<file path="config.mk">
export PLATFORM = sky130hd
export DESIGN_NAME = mem_arbiter
export DESIGN_NICKNAME = d
export VERILOG_FILES = /design/src/rtl/mem_arbiter.sv
export SDC_FILE = /design/constraint.sdc
export NUM_CORES = 1
export LEC_CHECK = 0
export ABC_AREA = 1
export ABC_CLOCK_PERIOD_IN_PS = 2500
export BUFFER_PORTS_ARGS = -buffer_cell sky130_fd_sc_hd__buf_2
export CAP_MARGIN = 40
export CORE_AREA = 2 2 80 82
export CTS_CLUSTER_DIAMETER = 40
export DETAILED_ROUTE_END_ITERATION = 8
export DIE_AREA = 0 0 82 84
export GPL_ROUTABILITY_DRIVEN = 0
export GPL_TIMING_DRIVEN = 0
export HOLD_SLACK_MARGIN = 0.1
export SETUP_SLACK_MARGIN = 0.5
export SLEW_MARGIN = 10
export SYNTH_ARGS = -nofsm -noshare
export SYNTH_HDL_FRONTEND = slang
export SYNTH_SLANG_ARGS = --single-unit
</file>
<file path="constraint.sdc">
create_clock -name clk -period 2.5 [get_ports clk]
set_input_delay 0.5 -clock clk [delete_from_list [all_inputs] [get_ports clk]]
set_output_delay 0.5 -clock clk [all_outputs]
set_load 0.01 [all_outputs]
</file>
<file path="src/rtl/mem_arbiter.sv">
// Two-port memory arbiter: data accesses win over instruction fetches, but a
// fetch starved for STARVE_MAX consecutive data grants is forced through.
module mem_arbiter #(
  parameter int unsigned STARVE_MAX = 3
) (
  input  logic                                clk,
  input  logic                                rst,
  // instruction-fetch port
  input  logic                                if_req,
  input  logic [7:0]                          if_addr,
  output logic                                if_gnt,
  output logic                                if_rvalid,
  output logic [31:0]                         if_rdata,
  // data port
  input  logic                                dm_req,
  input  logic                                dm_we,
  input  logic [7:0]                          dm_addr,
  input  logic [31:0]                         dm_wdata,
  input  logic [2:0]                          dm_func3,
  output logic                                dm_gnt,
  output logic                                dm_rvalid,
  output logic [31:0]                         dm_rdata,
  // memory side
  output logic                                mem_en,
  output logic                                mem_we,
  output logic [7:0]                          mem_addr,
  output logic [31:0]                         mem_wdata,
  output logic [2:0]                          mem_func3,
  input  logic [31:0]                         mem_rdata,
  // pipeline control
  output logic                                stall,
  // debug visibility of internal state
  output logic [1:0]                          dbg_state,
  output logic [$clog2(STARVE_MAX+1)-1:0]     dbg_starve_cnt
);

  localparam int unsigned CW = $clog2(STARVE_MAX + 1);
  localparam logic [CW-1:0] CNT_MAX = CW'(STARVE_MAX);

  localparam logic [1:0] ST_IDLE  = 2'd0;
  localparam logic [1:0] ST_IF_RD = 2'd1;
  localparam logic [1:0] ST_DM_RD = 2'd2;

  localparam logic [2:0] FETCH_FUNC3 = 3'b010;

  // Handshake: a requester holds req and its payload stable until it sees
  // its gnt high in the same cycle; read data returns exactly one cycle
  // after the grant, flagged by the matching rvalid.

  logic [CW-1:0] starve_cnt_q, starve_cnt_d;
  logic [1:0]    state_q, state_d;
  logic          starved;

  // Grant decision is purely combinational so a lone request never waits.
  always_comb begin
    starved = if_req && (starve_cnt_q == CNT_MAX);
    if_gnt  = if_req && (!dm_req || starved);
    dm_gnt  = dm_req && !starved;
  end

  always_comb begin
    mem_en    = 1'b0;
    mem_we    = 1'b0;
    mem_addr  = 8'h00;
    mem_wdata = 32'h0000_0000;
    mem_func3 = 3'b000;
    if (if_gnt) begin
      mem_en    = 1'b1;
      mem_addr  = if_addr;
      mem_func3 = FETCH_FUNC3;
    end else if (dm_gnt) begin
      mem_en    = 1'b1;
      mem_we    = dm_we;
      mem_addr  = dm_addr;
      mem_wdata = dm_wdata;
      mem_func3 = dm_func3;
    end
  end

  // Count consecutive data wins against a waiting fetch; saturates at max.
  always_comb begin
    starve_cnt_d = starve_cnt_q;
    if (if_gnt || !if_req) begin
      starve_cnt_d = '0;
    end else if (dm_gnt && (starve_cnt_q != CNT_MAX)) begin
      starve_cnt_d = starve_cnt_q + 1'b1;
    end
  end

  // Response tracker: remembers which port owns the read issued last cycle.
  always_comb begin
    state_d = ST_IDLE;
    if (if_gnt) begin
      state_d = ST_IF_RD;
    end else if (dm_gnt && !dm_we) begin
      state_d = ST_DM_RD;
    end
  end

  always_ff @(posedge clk or negedge rst) begin
    if (!rst) begin
      state_q      <= ST_IDLE;
      starve_cnt_q <= '0;
    end else begin
      state_q      <= state_d;
      starve_cnt_q <= starve_cnt_d;
    end
  end

  always_comb begin
    if_rvalid = (state_q == ST_IF_RD);
    dm_rvalid = (state_q == ST_DM_RD);
    if_rdata  = if_rvalid ? mem_rdata : 32'h0000_0000;
    dm_rdata  = dm_rvalid ? mem_rdata : 32'h0000_0000;
    stall     = if_req && !if_gnt;
  end

  assign dbg_state      = state_q;
  assign dbg_starve_cnt = starve_cnt_q;

endmodule
</file>
* Word-level counts from Yosys, hierarchy flattened *
Index checks and enable logic that the tools add are counted.

storage, ports and cells
  word-level logic and storage cells = 37
  output and inout port bits = 118
  bits in registers = 4
  bits of input ports = 88

operators by class
  add/sub/neg operators = 1
  equal/unequal tests = 4
  mux-type cells = 16
  reduce and logical (&&, ||, !) cells = 14

operator list
  kind                                                             count
  32-bit two-way mux                                               4
  8-bit two-way mux                                                2
  2-bit two-way mux                                                4
  1-bit logical AND                                                6
  3-bit two-way mux                                                2
  1-bit zero test                                                  5
  2-bit == test, second input constant                             2
  1-bit two-way mux                                                4
  2-bit by 1-bit adder with 2-bit output, second input constant    1
  2-bit by 1-bit == test with 1-bit output, second input constant  1
  1-bit logical OR                                                 2
  2-bit inequality test, second input constant                     1
  2-bit nonzero test                                               1

* Logic depth before layout (Yosys ltp) *
  depth in word-level cells = 7
  gate-level depth with buffers = 7
  depth with buffers taken out = 6

* Least setup slack after synthesis *
No wires, ideal clock.

  path kind = register to output
  from = register starve_cnt_q[0], in the netlist dbg_starve_cnt[0]
  to = output mem_func3[0]
  stages on the path, launching flop included = 7
  buffers on the path = 2
  path slack = 761 ps
  required time = 2000 ps
  arrival time = 1239 ps
  path through = dfrtp_1 > ha_1 > nand2_4 > nand2_2 > buf_6 > buf_6 > nor2_1

on the way
  word-level cells in the longest chain between the ends = 6
  elaborated cells between the ends (all ways) = 8
  classes of those cells = eq/ne (1); mux (2); reduce/logical (5)

ends and longest elaborated chain
  what                      line  source
  start: declaration        50    logic [CW-1:0] starve_cnt_q, starve_cnt_d;
  start signal: assignment  106   starve_cnt_q <= starve_cnt_d;
  2-bit == test *           56    starved = if_req && (starve_cnt_q == CNT_MAX);
  1-bit logical AND *       56
  1-bit zero test           58    dm_gnt = dm_req && !starved;
  1-bit logical AND         58
  3-bit two-way mux         71    end else if (dm_gnt) begin
  3-bit two-way mux *       67    if (if_gnt) begin
  end: declaration          28    output logic [2:0] mem_func3,

Every way passes the cells marked *; elsewhere a longest branch is shown, timed or not.

* Final worst setup path *
  from = register starve_cnt_q[0], in the netlist dbg_starve_cnt[0]
  to = output mem_wdata[3]

on the way
  word-level cells in the longest chain between the ends = 6
  elaborated cells between the ends (all ways) = 8
  classes of those cells = eq/ne (1); mux (2); reduce/logical (5)

ends and longest elaborated chain
  what                  line  source
  2-bit == test *       56
  1-bit logical AND *   56
  1-bit zero test       58
  1-bit logical AND     58
  32-bit two-way mux    71
  32-bit two-way mux *  67
  end: declaration      27    output logic [31:0] mem_wdata,

Marked as above.

==> metrics.md <==
| Metric | Value |
|---|---|
| Clock Sink Count | 4 |
| Antenna Nets Post-Route | 0 |
| Core Area | ~6000 um^2 |
| Largest net degree at the start of global routing | 11 |
| Compound-Gate Fraction of Synth Area | 0% |
| Antenna diode count | 0 |
| Clock power frac | between 20% and 30% |
| H-Tree Depth | 1 |
| Post-route DRC | 0 |
| Largest family of logic cells by synthesized area | simple AND/OR/NAND/NOR gates |
| Fmax | around 520 MHz |
| Simple-gate share of the synthesized area | roughly half |
| Top post-synthesis cells by count | nor2_1, inv_1, nand3_1 |
| CTS Buf Count | 3 |
| Die Height | 84 um |
| Post-synth top flop | dfrtp_1 |
| Vias | a little under 2k |
| Max-cap violation count | 0 |
| Sw Ratio | around two fifths |
| First-pass GRT wire length | 6580 um |
| WS Path Type | reg2out |
| Synth top area share | approximately 38% |
| Die area | 6890 um^2 |
| Initial DRC count | 27 |
| Max VDD drop | roughly 0.14 mV |
| Max Root-Sink Buffers | 2 |
| Leading area contributor after synthesis | nor2_1 |
| Post-Synth XOR/XNOR Area | 0% |
| Lkg Pwr | 1.79 nW |
| Global route overflow | 0 |
| Adder-cell share of the synthesized area | 1.20% |
| Post-Synthesis Cells | between 200 and 250 |
| Sequential fraction of the synthesis area | a little under 10% |
| Die Wd | 82 um |
| Clk pin slew, worst setup/hold paths | around 0.030 ns |
| Worst endpoint required time | 2.00 ns |
| Port Buffers | roughly 200 |
| Min cycle time layout | between 1.5 and 2 ns |
| Ys Warns | 0 |
| Setup TNS | 0 ns |
| Fin cells | between 500 and 600 |
| Final Util | between 30% and 40% |
| Final Cycle Share | between 70% and 80% |
| Syn Area/Cell | approximately 4.6 um^2 |
| Status | completed |
| Worst-path fanout max | 10 |
| Slew Viols, Final | 0 |
| Final WL | about 4700 um |
| Initial core utilization | 17.1% |
| Cells after DPL | ~510 |
| Nets@finish | between 500 and 600 |
| WL/cell | between 9 and 10 um |
| All-Layer GR Usage | 11.9% |
| Multiplexer share of the synthesized area | 0% |
| Layout Skew | roughly 0.0012 ns |
| First-pass DRT Iterations | 3 |
| DR vias/cell | 3.80 |
| P_sw | around 210 uW |
| Synth Net Count | about 320 |
| Worst Hold Slack | roughly 0.46 ns |
| Worst hold path type | in2reg |
| Yosys cell types | 13 |
| RSZ-0062 raised after global routing | true |
| Final Hold Fails | 0 |
| Slew HR | 86.1% |
| Synthesized cell area | around 1000 um^2 |
| I/O Pins | about 210 |
| Most common cell in the synthesized netlist | nor2_1 |
| Number of global-route vias before repair | around 1.6k |
| Worst setup SP type | flip-flop |
| Final-report setup violation count | 0 |
| Ys async rst share | 100% |
| Top cells by area, synth | nor2_1, inv_1, dfrtp_1 |
| EDFF count, synth | 0 |
| Synthesis-to-finish area growth | 116% |
| Rows | 29 |
| Power Dens Cells | 239 nW/um^2 |
| Comb pwr share | between 60% and 70% |
| Seq cells post-synth | 4 |
| Worst-Margin Slew | about 0.21 ns |
| Later-pin clock latency in the skew report | 0.21 ns |
| Initial antenna violation count | 0 |
| Fillcell total | between 600 and 700 |
| Post-DP HPWL | around 4100 um |
| Clock root buffer | clkbuf_8 |
| Capturing element type of the critical path | output pin |
| Cell Int Power | around 320 uW |
| CTS tree | done |
| Pwr Total | 536 uW |
| Seq pwr share | 13.1% |
| Fraction of layout cells with a size suffix above 1 | between 50% and 60% |
| Worst EP arrival | 1.42 ns |
power groups by stage:
| stage | Sequential (mW) | Combinational [mW] | Clock [mW] |
|---|---|---|---|
| 6_report | 0.0704 | 0.333 | 0.132 |
| 5_1_grt | 0.0710 | 0.372 | 0.141 |
| 4_1_cts | 0.0705 | 0.333 | 0.137 |
| 3_5_place_dp | 0.0719 | 0.328 | 0 |
| 3_3_place_gp | 0.0719 | 0.327 | 0 |
| 2_1_floorplan | 0.0726 | 0.160 | 0 |
flip-flops by register name, indices dropped and copies added, names as in the netlist:
register and count:
dbg_starve_cnt 2, dbg_state 2
metrics by stage:
step	instance area (um^2)	worst slack (ns)
global placement	2160	0.577
CTS	2220	0.527
detailed placement	2160	0.621
global route	2240	0.490
floorplan	1040	0.761
finish	2240	0.584
worst max-delay path, cell delays in order (launching register included):
cell	delay, ns
dfrtp_1	0.38
ha_2	0.20
nand2_4	0.06
nand2_2	0.07
buf_6	0.14
buf_6	0.14
nor2_2	0.09
buf_2	0.14
routing by layer:
metal | routed length [um] | up-vias | track usage [%]
li1 | - | 1038 | -
met1 | 1600 | 801 | 10.8
met2 | 2530 | 118 | 25.4
met3 | 545 | 2 | 1.30
met4 | 25 | 0 | 3.64
met5 | 0 | - | 0
cell usage in the layout (no fill, tap or decap):
cell type,instances
buf_2,210
nor2_1,100
inv_1,74
nand3_1,16
nand2_1,10
buf_6,6
nor2_2,5
buf_4,4
dfrtp_1,4
clkbuf_8,3
nor3_1,2
nand2_4,1
nand2_2,1
inv_2,1
ha_2,1
dlygate4sd3_1,1
cell families (layout without fill, tap and decap cells):
logic type / Yosys count / count (layout)
adders and majority gates: 1 / 1
DFF: 4 / 4
buffers and inverters: 88 / 299
and+or+nand+nor: 135 / 135
cell type report:
cell class                      instances  area (um^2)  area share [%]
Inverter                               75          282            12.5
Timing Repair Buffer                  208         1050            46.8
Clock buffer                            3         41.3            1.84
Tap cell                               77         96.3            4.29
Buffer                                 13          108            4.79
Multi-Input combinational cell        136          567            25.3
Sequential cell                         4          100            4.46
worst paths after layout:
path / from / to / slack (ns) / depth (start not counted)
setup / recovery: dbg_starve_cnt[0] / mem_wdata[3] / 0.58 / 7
hold / removal: dm_we / dbg_state[1] / 0.46 / 2
setup reg to reg: dbg_starve_cnt[0] / dbg_starve_cnt[1] / 1.41 / 5
hold reg to reg: dbg_starve_cnt[0] / dbg_starve_cnt[0] / 0.56 / 2
max in group asynchronous: rst / dbg_state[0] / 1.75 / 2
min in group asynchronous: rst / dbg_starve_cnt[1] / 0.63 / 2
what timing repair did:
action	4_1_cts	5_1_grt
gates cloned	0	1
buffers inserted	2	0
hold buffers	1	0
gates resized for setup	0	6
pin swaps	1	0
hold endpoints to repair	4	0
setup endpoints to repair	32	21
(Power assumes the default switching activity.)
